## src/rtl/axis_spike_dispatcher_pkg.sv

```systemverilog
// Shared types and packet field helpers for the AXI-Stream spike dispatcher.
// Contents:
//   opcode_t : 2-bit command opcodes carried in the top bits of every packet
//   state_t  : dispatcher sequencing states
//   OP_WIDTH : opcode field width
//   idx_width(), op_lsb(), idx_lsb(), charge_lsb() : field position helpers
package axis_spike_dispatcher_pkg;

  localparam int OP_WIDTH = 2;

  typedef enum logic [1:0] {
    OP_NOP = 2'b00,
    OP_RUN = 2'b01,
    OP_AS  = 2'b10,
    OP_CLR = 2'b11
  } opcode_t;

  typedef enum logic [1:0] {
    IDLE,
    STEP,
    WAIT,
    EMIT
  } state_t;

  // Index field is never narrower than one bit, even for a single input.
  function automatic int idx_width(input int num_inp);
    return (num_inp > 1) ? $clog2(num_inp) : 1;
  endfunction

  function automatic int op_lsb(input int pkt_w);
    return pkt_w - OP_WIDTH;
  endfunction

  function automatic int idx_lsb(input int pkt_w, input int idx_w);
    return pkt_w - OP_WIDTH - idx_w;
  endfunction

  function automatic int charge_lsb(input int pkt_w, input int idx_w,
                                    input int charge_w);
    return pkt_w - OP_WIDTH - idx_w - charge_w;
  endfunction

endpackage

```

## src/rtl/axis_spike_dispatcher.sv

```systemverilog
// AXI-Stream front end for the spiking-network processor.
// Decodes host command packets (NOP, RUN, AS, CLR) into one-cycle network
// strobes, sequences multi-timestep RUN commands and returns one output-fire
// packet per timestep on the AXIS master.
//
// Ports:
//   clk, arst                    clock, asynchronous active-high reset
//   s_axis_tdata/tvalid/tready   command stream (accepted only while idle)
//   m_axis_tdata/tvalid/tready   fire packets, fire bits in [NUM_OUT-1:0]
//   net_inp_valid/idx/charge     spike-apply strobe with target and charge
//   net_clear                    network clear strobe
//   net_run                      timestep strobe
//   net_out_valid, net_out       timestep completion and fire vector
//   err_idx, err_cnt             (AXIS_SPIKE_DISPATCHER_ERR_EN only) sticky
//                                out-of-range AS flag and saturating count
//
// Optional feature macro: AXIS_SPIKE_DISPATCHER_ERR_EN
module axis_spike_dispatcher
  import axis_spike_dispatcher_pkg::*;
#(
  parameter int PKT_WIDTH    = 8,
  parameter int NUM_INP      = 2,
  parameter int NUM_OUT      = 2,
  parameter int CHARGE_WIDTH = 4,
  parameter int RUN_WIDTH    = 6,
  localparam int IDX_W       = idx_width(NUM_INP)
) (
  input  logic                    clk,
  input  logic                    arst,
  input  logic [PKT_WIDTH-1:0]    s_axis_tdata,
  input  logic                    s_axis_tvalid,
  output logic                    s_axis_tready,
  output logic [PKT_WIDTH-1:0]    m_axis_tdata,
  output logic                    m_axis_tvalid,
  input  logic                    m_axis_tready,
  output logic                    net_inp_valid,
  output logic [IDX_W-1:0]        net_inp_idx,
  output logic [CHARGE_WIDTH-1:0] net_inp_charge,
  output logic                    net_clear,
  output logic                    net_run,
  input  logic                    net_out_valid,
  input  logic [NUM_OUT-1:0]      net_out
`ifdef AXIS_SPIKE_DISPATCHER_ERR_EN
  ,
  output logic                    err_idx,
  output logic [15:0]             err_cnt
`endif
);

  localparam int OP_LSB     = op_lsb(PKT_WIDTH);
  localparam int IDX_LSB    = idx_lsb(PKT_WIDTH, IDX_W);
  localparam int CHARGE_LSB = charge_lsb(PKT_WIDTH, IDX_W, CHARGE_WIDTH);

  if (OP_WIDTH + IDX_W + CHARGE_WIDTH > PKT_WIDTH) begin : g_bad_as_layout
    $error("AS fields (op+idx+charge) do not fit in PKT_WIDTH");
  end
  if (RUN_WIDTH > PKT_WIDTH - OP_WIDTH) begin : g_bad_run_width
    $error("RUN_WIDTH exceeds PKT_WIDTH-2");
  end
  if (NUM_OUT > PKT_WIDTH) begin : g_bad_num_out
    $error("NUM_OUT exceeds PKT_WIDTH");
  end
  if (NUM_INP < 1 || NUM_OUT < 1 || CHARGE_WIDTH < 1 || RUN_WIDTH < 1) begin : g_bad_sizes
    $error("NUM_INP, NUM_OUT, CHARGE_WIDTH and RUN_WIDTH must be at least 1");
  end

  state_t                  state;
  state_t                  state_next;
  logic [RUN_WIDTH-1:0]    count;

  opcode_t                 pkt_op;
  logic [IDX_W-1:0]        pkt_idx;
  logic [CHARGE_WIDTH-1:0] pkt_charge;
  logic [RUN_WIDTH-1:0]    pkt_count;
  logic                    accept;
  logic                    idx_ok;
  logic                    as_good;
  logic                    as_bad;
  logic                    clr_hit;
  logic                    run_hit;
  logic                    emit_done;
  logic [PKT_WIDTH-1:0]    fire_ext;

  // Not every packet bit is decoded (pad bits below the AS/RUN fields).
  logic                    unused_pkt_bits;
  assign unused_pkt_bits = ^s_axis_tdata;

  assign pkt_op     = opcode_t'(s_axis_tdata[OP_LSB +: OP_WIDTH]);
  assign pkt_idx    = s_axis_tdata[IDX_LSB +: IDX_W];
  assign pkt_charge = s_axis_tdata[CHARGE_LSB +: CHARGE_WIDTH];
  assign pkt_count  = s_axis_tdata[RUN_WIDTH-1:0];

  assign s_axis_tready = (state == IDLE) && !arst;
  assign accept        = s_axis_tvalid && s_axis_tready;
  assign idx_ok        = int'(pkt_idx) < NUM_INP;
  assign as_good       = accept && (pkt_op == OP_AS) && idx_ok;
  assign as_bad        = accept && (pkt_op == OP_AS) && !idx_ok;
  assign clr_hit       = accept && (pkt_op == OP_CLR);
  assign run_hit       = accept && (pkt_op == OP_RUN) && (pkt_count != '0);
  assign emit_done     = (state == EMIT) && m_axis_tready;

  always_comb begin
    fire_ext                = '0;
    fire_ext[NUM_OUT-1:0]   = net_out;
  end

  always_comb begin
    state_next    = state;
    net_run       = 1'b0;
    m_axis_tvalid = 1'b0;
    case (state)
      IDLE: begin
        if (run_hit) state_next = STEP;
      end
      STEP: begin
        net_run    = 1'b1;
        state_next = WAIT;
      end
      WAIT: begin
        if (net_out_valid) state_next = EMIT;
      end
      EMIT: begin
        m_axis_tvalid = 1'b1;
        // Leaving on the last step: the counter is about to reach zero.
        if (m_axis_tready) state_next = (count == RUN_WIDTH'(1)) ? IDLE : STEP;
      end
      default: state_next = IDLE;
    endcase
  end

  always_ff @(posedge clk or posedge arst) begin
    if (arst) begin
      state          <= IDLE;
      count          <= '0;
      m_axis_tdata   <= '0;
      net_inp_valid  <= 1'b0;
      net_inp_idx    <= '0;
      net_inp_charge <= '0;
      net_clear      <= 1'b0;
    end else begin
      state         <= state_next;
      net_inp_valid <= as_good;
      net_clear     <= clr_hit;
      if (as_good) begin
        net_inp_idx    <= pkt_idx;
        net_inp_charge <= pkt_charge;
      end
      if (run_hit) begin
        count <= pkt_count;
      end else if (emit_done) begin
        count <= count - RUN_WIDTH'(1);
      end
      if ((state == WAIT) && net_out_valid) begin
        m_axis_tdata <= fire_ext;
      end
    end
  end

`ifdef AXIS_SPIKE_DISPATCHER_ERR_EN
  always_ff @(posedge clk or posedge arst) begin
    if (arst) begin
      err_idx <= 1'b0;
      err_cnt <= '0;
    end else begin
      if (as_bad) begin
        err_idx <= 1'b1;
      end else if (clr_hit) begin
        err_idx <= 1'b0;
      end
      if (as_bad && (err_cnt != '1)) begin
        err_cnt <= err_cnt + 16'd1;
      end
    end
  end
`else
  logic unused_as_bad;
  assign unused_as_bad = as_bad;
`endif

endmodule

```

## config.mk

```make
export PLATFORM = sky130hd
export DESIGN_NAME = axis_spike_dispatcher
export DESIGN_NICKNAME = d
export VERILOG_FILES = /design/src/rtl/axis_spike_dispatcher_pkg.sv /design/src/rtl/axis_spike_dispatcher.sv
export SDC_FILE = /design/constraint.sdc
export NUM_CORES = 1
export LEC_CHECK = 0
export BUFFER_PORTS_ARGS = -buffer_cell sky130_fd_sc_hd__buf_2
export CORE_ASPECT_RATIO = 0.7
export CORE_MARGIN = 2
export CORE_UTILIZATION = 35
export DETAILED_ROUTE_END_ITERATION = 7
export PLACE_DENSITY = 0.64
export REMOVE_ABC_BUFFERS = 1
export SKIP_LAST_GASP = 1
export SYNTH_ARGS = -nofsm -noshare
export SYNTH_HDL_FRONTEND = slang
export SYNTH_SLANG_ARGS = --single-unit
```

## constraint.sdc

```tcl
create_clock -name clk -period 3.2 [get_ports clk]
set_clock_uncertainty 0.2 [all_clocks]
set_input_delay 0.96 -clock clk [delete_from_list [all_inputs] [get_ports clk]]
set_output_delay 0.96 -clock clk [all_outputs]
set_load 0.01 [all_outputs]
```

Yosys cells after proc, flatten, opt, wreduce, memory -nomap -nowiden
Index checks and enable logic that the tools add are counted.
{ "totals": {"out_inout_bits": 18, "ff_bits": 17, "rom_bits": 0, "ram_bits": 0, "in_bits": 15, "latchBits": 0, "memories": 0, "word_cells": 40} }
{ "classes": {"add_sub_neg": 1, "multipliers": 0, "n_eq_ne": 10, "shift": 0, "n_bitwise": 0, "reduce_logical": 13, "div": 0, "magnitude_cmp": 0, "n_mux": 9} }
{ "ops": {"columns": ["cell", "count"], "rows": [
  ["two-way mux 6 bit", 2],
  ["== test 2 bit (second input constant)", 4],
  ["logical AND 1 bit", 8],
  ["case mux 2 bit (4 select lines)", 1],
  ["== test 6 x 1 -> 1 bit (second input constant)", 1],
  ["two-way mux 2 bit", 3],
  ["inequality test 2 bit (second input constant)", 3],
  ["nonzero test 6 bit", 1],
  ["subtractor 6 x 1 -> 6 bit (second input constant)", 1],
  ["== test 2 x 1 -> 1 bit (second input constant)", 2],
  ["two-way mux 1 bit", 3],
  ["AND reduction 3 bit", 1],
  ["zero test 2 bit", 1],
  ["nonzero test 2 bit", 1],
  ["zero test 1 bit", 1]
]} }

Depth between registers and ports, before layout
Gate-level depths: netlist of the first run.
{ "depth": {"depth_word": 7, "mapped_depth": 6, "mapped_depth_nobuf": 6} }

Worst setup path before layout of the first run
OpenSTA, ideal clock, no wires.
{ "synth_path": {"path_type": "input to register", "startpoint": "input s_axis_tdata[1]", "endpoint": "register state[1]", "t_arrival_ns": 2.235, "path_slack_ns": 0.640, "path_buffers": 0, "stages": 4, "required_time_ns": 2.875, "path_cell_list": "or4_4 -> o311ai_4 -> a21oi_2 -> mux2_4"} }
{ "synth_via": {"elab_chain_cells": 4} }
{ "synth_lines": {"columns": ["element", "line", "source"], "rows": [
  ["from (decl)", "axis_spike_dispatcher.sv:30", "input logic [PKT_WIDTH-1:0] s_axis_tdata,"],
  ["nonzero test 6 bit", "axis_spike_dispatcher.sv:99", "assign run_hit = accept && (pkt_op == OP_RUN) && (pkt_count != '0);"],
  ["logical AND 1 bit", "axis_spike_dispatcher.sv:99", null],
  ["inequality test 2 bit (no line)", null, null],
  ["AND reduction 3 bit (no line)", null, null],
  ["to (signal assigned)", "axis_spike_dispatcher.sv:141", "state <= state_next;"],
  ["to (decl)", "axis_spike_dispatcher.sv:67", "state_t state;"]
]} }
No other way between the ends.
A chain may end at the register's enable or synchronous reset.

Worst setup path after layout of the first run
{ "layout_path": {"startpoint": "register state[0]", "endpoint": "output s_axis_tready"} }
{ "layout_via": {"elab_chain_cells": 2} }
{ "layout_lines": {"columns": ["element", "line", "source"], "rows": [
  ["zero test 2 bit", "axis_spike_dispatcher.sv:93", "assign s_axis_tready = (state == IDLE) && !arst;"],
  ["logical AND 1 bit", "axis_spike_dispatcher.sv:93", null],
  ["to (decl)", "axis_spike_dispatcher.sv:32", "output logic s_axis_tready,"]
]} }
No other way between the ends.

==> flow_summary.ini, run 1 <==
[status]
status = finished clean

[flow_run]
cap_violations = 0

[worst_setup_path]
startpoint_type = flip-flop
worst_setup_path_end_kind = output port
critPathMaxFanout = 5
critPathKind = flip-flop to output port
crit_arrival_ns = 1.33
cp.required_ns = 2.04

[route]
wl_met1_um = 938
avgRoutedWirePerCell_um = 12.0
drt-total-wl_um = 1810
drt_iter0_drc = 19
wl_met2_um = 740
top_layer = met3
ant_nets = 0
wl_met3_um = 134
drc = 0
dr_total_vias = 698
drtPass1Iterations = 4
avgViaCountPerCell = 4.62

[logic_synthesis]
yosysUniqueCellTypes = 31
synth_area_sq_um = 966
syn_area_per_cell_sq_um = 11.0
synth_top_family_by_area = simple AND/OR/NAND/NOR gates
synth-adder-area-share = 0.0907
synth_enable_flop_cells = 0
synth_flop_cell = dfrtp_1
yosysWarnings = 0
netlist_instances = 88
ys_ff_latch = 17
synth_compound_area_frac = 0.120
seq_area_frac_synth = 0.440
synthXorXnorAreaFrac = 0.0453
synth_simple_gate_area_share = 0.128
synth.area.mux_share = 0.0972
synthArstFlopShare = 1.00

[global_routing]
grt_max_degree = 18
grt_pass1_wl_um = 2680
grt_pass1_vias = 601
antenna_found_initial = 0
gr-total-overflow = 0
grt_use_total = 0.114

[finish]
final_cell_mix = buf_2 (26), dfrtp_1 (17)
syn_to_final_growth_pct = 19.9
n_antenna_cell = 0
layout_commonest_cell = buf_2
instances_no_fill = 151
nets = 140
final_util = 0.457
drive_gt1_frac = 0.376

[die]
core_sq_um = 2530
ioPinCount = 33
fp.dieH_um = 48.0
rows = 15
die_w_um = 66.8
initial_core_util = 0.381
die_area_sq_um = 3200

[placed_design]
hpwl_um = 1510
dp.cells = 147
place.gp.congestion = 0.764
port_buffers = 26
pre_cts_ws_ns = 0.459

[timing]
tightest_slew_ns = 0.631
slew_violations = 0
fin_setup_tns_ns = 0
max_slew_margin = 0.579
post-route-min-period_ns = 2.49
hold_violations = 0
max_freq_ghz = 0.402
period_share = 0.777
setup_viol = 0
rsz0062_at_grt = false
setup_ws_ns = 0.714

[power_and_ir_drop]
p_total_mw = 0.959
ir_drop_mv = 0.358
p_leak_nw = 0.578
pwr_density_cell_nw_per_um2 = 827

[cts]
cts_made_buffers = 3
cts_tree = yes
cts_setup_buffers = 0
h-tree-depth = 1
postCtsHoldBufs = 0
clock-root-buffer = clkbuf_8
cts_resized = 0
cts.sinks = 17
insertion_delay_ns = 0.25
cts_max_path_buffers = 2
clk_pin_slew_ns = 0.07

[min_path]
hold_class = flip-flop to flip-flop
[critical path, cell delays in order, from the launching register on]
cell     delay [ns]
dfrtp_1        0.40
inv_1          0.15
ha_1           0.25
nor2b_1        0.14
buf_2          0.13
[metal layers]
layer,GRT usage,up-vias
met5,0,-
met4,0.0245,0
met3,0.0447,0
met2,0.154,23
met1,0.170,325
li1,-,350
[stage by stage]
stage               instance area (sq um)  hold slack, ns
floorplan                             940           0.337
global placement                     1110           0.281
detailed placement                   1110           0.292
CTS                                  1160           0.306
global route                         1160           0.323
finish                               1160           0.304
[power breakdown]
group	total [mW]	switching (mW)	internal (mW)	leakage (nW)
clock network	0.156	0.0700	0.0862	0.0255
logic	0.428	0.213	0.215	0.339
registers	0.374	0.0659	0.308	0.213
total	0.959	0.349	0.610	0.578
[worst paths after layout]
kind | start | to | slack [ns] | cells after the start
setup / recovery | state[0] | s_axis_tready | 0.71 | 4
hold / removal | net_inp_charge[3] | net_inp_charge[3] | 0.30 | 1
setup reg to reg | state[0] | net_inp_charge[2] | 0.93 | 6
hold reg to reg | net_inp_charge[3] | net_inp_charge[3] | 0.30 | 1
max in group asynchronous | arst | net_inp_charge[2] | 1.78 | 2
min in group asynchronous | arst | m_axis_tdata[0] | 0.60 | 2
[Yosys cell counts (2+ instances only)]
library cell	instances	share of area
dfrtp_1	17	0.44
nor2_1	4	0.016
mux2_2	7	0.082
xnor2_1	4	0.036
o21ai_0	4	0.021
inv_1	7	0.027
ha_1	7	0.091
nor2b_1	2	0.013
a21oi_1	2	0.010
buf_4	6	0.047
nand2_1	7	0.027
nor3_1	2	0.010
[layout make-up]
cell class / instances / area, sq um
fill: 249 / 1380
clock buffer: 3 / 41.3
inverter: 7 / 26.3
tap: 34 / 42.5
multi-input combinational: 63 / 488
clock inverter: 1 / 5.00
sequential: 17 / 425
timing repair buffer: 26 / 130
[flip-flops by register name, summed over array words and instances (netlist names)]
signal / count
net_inp_charge: 4
net_inp_idx: 1
state: 2
net_clear: 1
net_inp_valid: 1
m_axis_tdata: 2
count: 6
[cells by family (layout without fill, tap and decap cells)]
family | count (synthesis) | in the layout
AO/OA/AOI/OAI | 14 | 14
XOR/XNOR | 5 | 5
adder cells (fa/ha/maj) | 7 | 7
buffers and inverters | 13 | 37
flip-flops | 17 | 17
multiplexers | 8 | 8
other | 1 | 6
AND/OR/NAND/NOR | 23 | 23
No activity file was read; power rests on OpenSTA's default activity.
==> run 2: changes to the inputs <==
--- a/config.mk
+++ b/config.mk
@@ -10,7 +10,7 @@
 export CORE_MARGIN = 2
 export CORE_UTILIZATION = 35
 export DETAILED_ROUTE_END_ITERATION = 7
-export PLACE_DENSITY = 0.64
+export PLACE_DENSITY = 0.66
 export REMOVE_ABC_BUFFERS = 1
 export SKIP_LAST_GASP = 1
 export SYNTH_ARGS = -nofsm -noshare
==> constraint.sdc (replaced) <==
create_clock -name clk -period 2.1 [get_ports clk]
set_clock_uncertainty 0.2 [all_clocks]
set_input_delay 0.63 -clock clk [delete_from_list [all_inputs] [get_ports clk]]
set_output_delay 0.63 -clock clk [all_outputs]
set_load 0.01 [all_outputs]
==> flow_summary.ini, run 2 (synthesis gave the netlist of run 1 again) <==
[route]
drt_iter0_drc = 16
dr_total_vias = 750
drtPass1Iterations = 4
drt-total-wl_um = 2040
drc = 0
ant_nets = 0
avgRoutedWirePerCell_um = 12.6
avgViaCountPerCell = 4.63

[timing]
slew_violations = 0
max_slew_margin = 0.580
period_share = 0.973
fin_setup_tns_ns = 0
setup_viol = 0
hold_violations = 0
tightest_slew_ns = 0.629
max_freq_ghz = 0.489
post-route-min-period_ns = 2.04
setup_ws_ns = 0.0566
whs_ns = 0.265

[die]
die_area_sq_um = 3200
initial_core_util = 0.381
fp.dieH_um = 48.0
rows = 15
core_sq_um = 2530
ioPinCount = 33
die_w_um = 66.8

[cts]
cts_made_buffers = 3
insertion_delay_ns = 0.25
cts_tree = yes
clk_pin_slew_ns = 0.06
clock-root-buffer = clkbuf_8
cts.sinks = 17
h-tree-depth = 1
cts_max_path_buffers = 2

[worst_setup_path]
startpoint_type = flip-flop
critPathMaxFanout = 5
startpoint = state[0]
r2r-start = state[0]
critPathKind = flip-flop to output port
reg2reg_to = state[0]
worst_setup_path_end_kind = output port
reg2reg_slack_ns = 0.13
crit_arrival_ns = 1.21
cp.required_ns = 1.27
rr_worst_depth = 7

[finish]
final_cell_mix = buf_2 (26), dfrtp_1 (17), buf_4 (10), nand2_1 (7), mux2_2 (7)
largest_reg_flops = 6
n_antenna_cell = 0
regMostFlops = count
instances_no_fill = 162
finalInstanceArea_sq_um = 1260
layout_commonest_cell = buf_2
syn_to_final_growth_pct = 30.1
n_fill_cell = 231
nets = 151
drive_gt1_frac = 0.445
biggestRegsByFlops = count: 6 flops, net_inp_charge: 4 flops

[power_and_ir_drop]
seqPwrFrac = 0.355
internal_power_mw = 1.02
pwr_density_cell_nw_per_um2 = 1270
combPwrFrac = 0.492
ir_drop_mv = 0.580
clkPwrFrac = 0.153
p_leak_nw = 0.627
p_sw_mw = 0.572
power_switching_share = 0.360

[flow_run]
cap_violations = 0

[placed_design]
place.gp.congestion = 0.762
dp.cells = 156
hpwl_um = 1630
port_buffers = 26
pre_cts_ws_ns = -0.177
dpl-instance-area_sq_um = 1180

[global_routing]
antenna_found_initial = 0
gr-total-overflow = 0
grt_max_degree = 18
grt_pass1_wl_um = 3110
grt_pass1_vias = 697
grt_use_total = 0.139

[status]
status = finished clean

[min_path]
hold_class = primary input to asynchronous set/reset pin
## run 2: cell types whose count changed in the layout (fill, tap and decap cells not counted), sizes merged
| cell | before | now |
|---|---|---|
| buf | 26 | 37 |
| clkbuf | 3 | 4 |
| clkinv | 1 | 0 |
## run 2: cell type report
class | instances | area (sq um) | area share
multi-input cells | 63 | 500 | 0.398
flip-flops and latches | 17 | 425 | 0.339
repair buffers | 37 | 216 | 0.172
clock buffers | 4 | 45.0 | 0.0359
well taps | 34 | 42.5 | 0.0339
inverters | 7 | 26.3 | 0.0209
## run 2: what timing repair did
item	in CTS	in global routing
endpoints found under the hold margin	0	0
resized for setup	2	3
setup endpoints to repair	1	1
hold buffers	0	0
buffers inserted	1	1
pin swaps	0	1
## run 2: metrics by stage
step                      utilization  total power, mW
after floorplan                     -             1.03
after global routing            0.496             1.73
after CTS                       0.486             1.56
final                           0.496             1.59
after global placement          0.466             1.26
after detailed placement        0.466             1.29
## run 2: layer usage
| layer | part of all wire | wire length, um | vias to the layer above | GRT usage |
|---|---|---|---|---|
| met1 | 0.49 | 990 | 346 | 0.195 |
| li1 | - | - | 374 | - |
| met5 | 0 | 0 | - | 0 |
| met3 | 0.066 | 134 | 4 | 0.0494 |
| met2 | 0.43 | 877 | 26 | 0.198 |
| met4 | 0.016 | 33 | 0 | 0.0490 |
## run 2: how the worst max path moves through the flow
stage                    end  slack [ns]  depth (start not counted)
2_1_floorplan       state[1]       -0.13                          4
4_1_cts        s_axis_tready       0.004                          5
5_1_grt        s_axis_tready       -0.01                          5
6_report       m_axis_tvalid        0.06                          3
3_5_place_dp        state[1]       -0.18                          5
3_3_place_gp        state[1]       -0.16                          5
## run 2: power by group through the flow
stage               clock, mW  sequential, mW  combinational (mW)
finish                  0.244           0.564               0.783
global route            0.268           0.585               0.878
CTS                     0.252           0.563               0.742
detailed placement          0           0.568               0.718
global placement            0           0.560               0.697
floorplan                   0           0.592               0.438
## run 2: worst max-delay path, cell delays in order, from the launching register on
cell and delay, ns:
dfrtp_1 0.40, buf_4 0.14, ha_1 0.25, buf_2 0.16
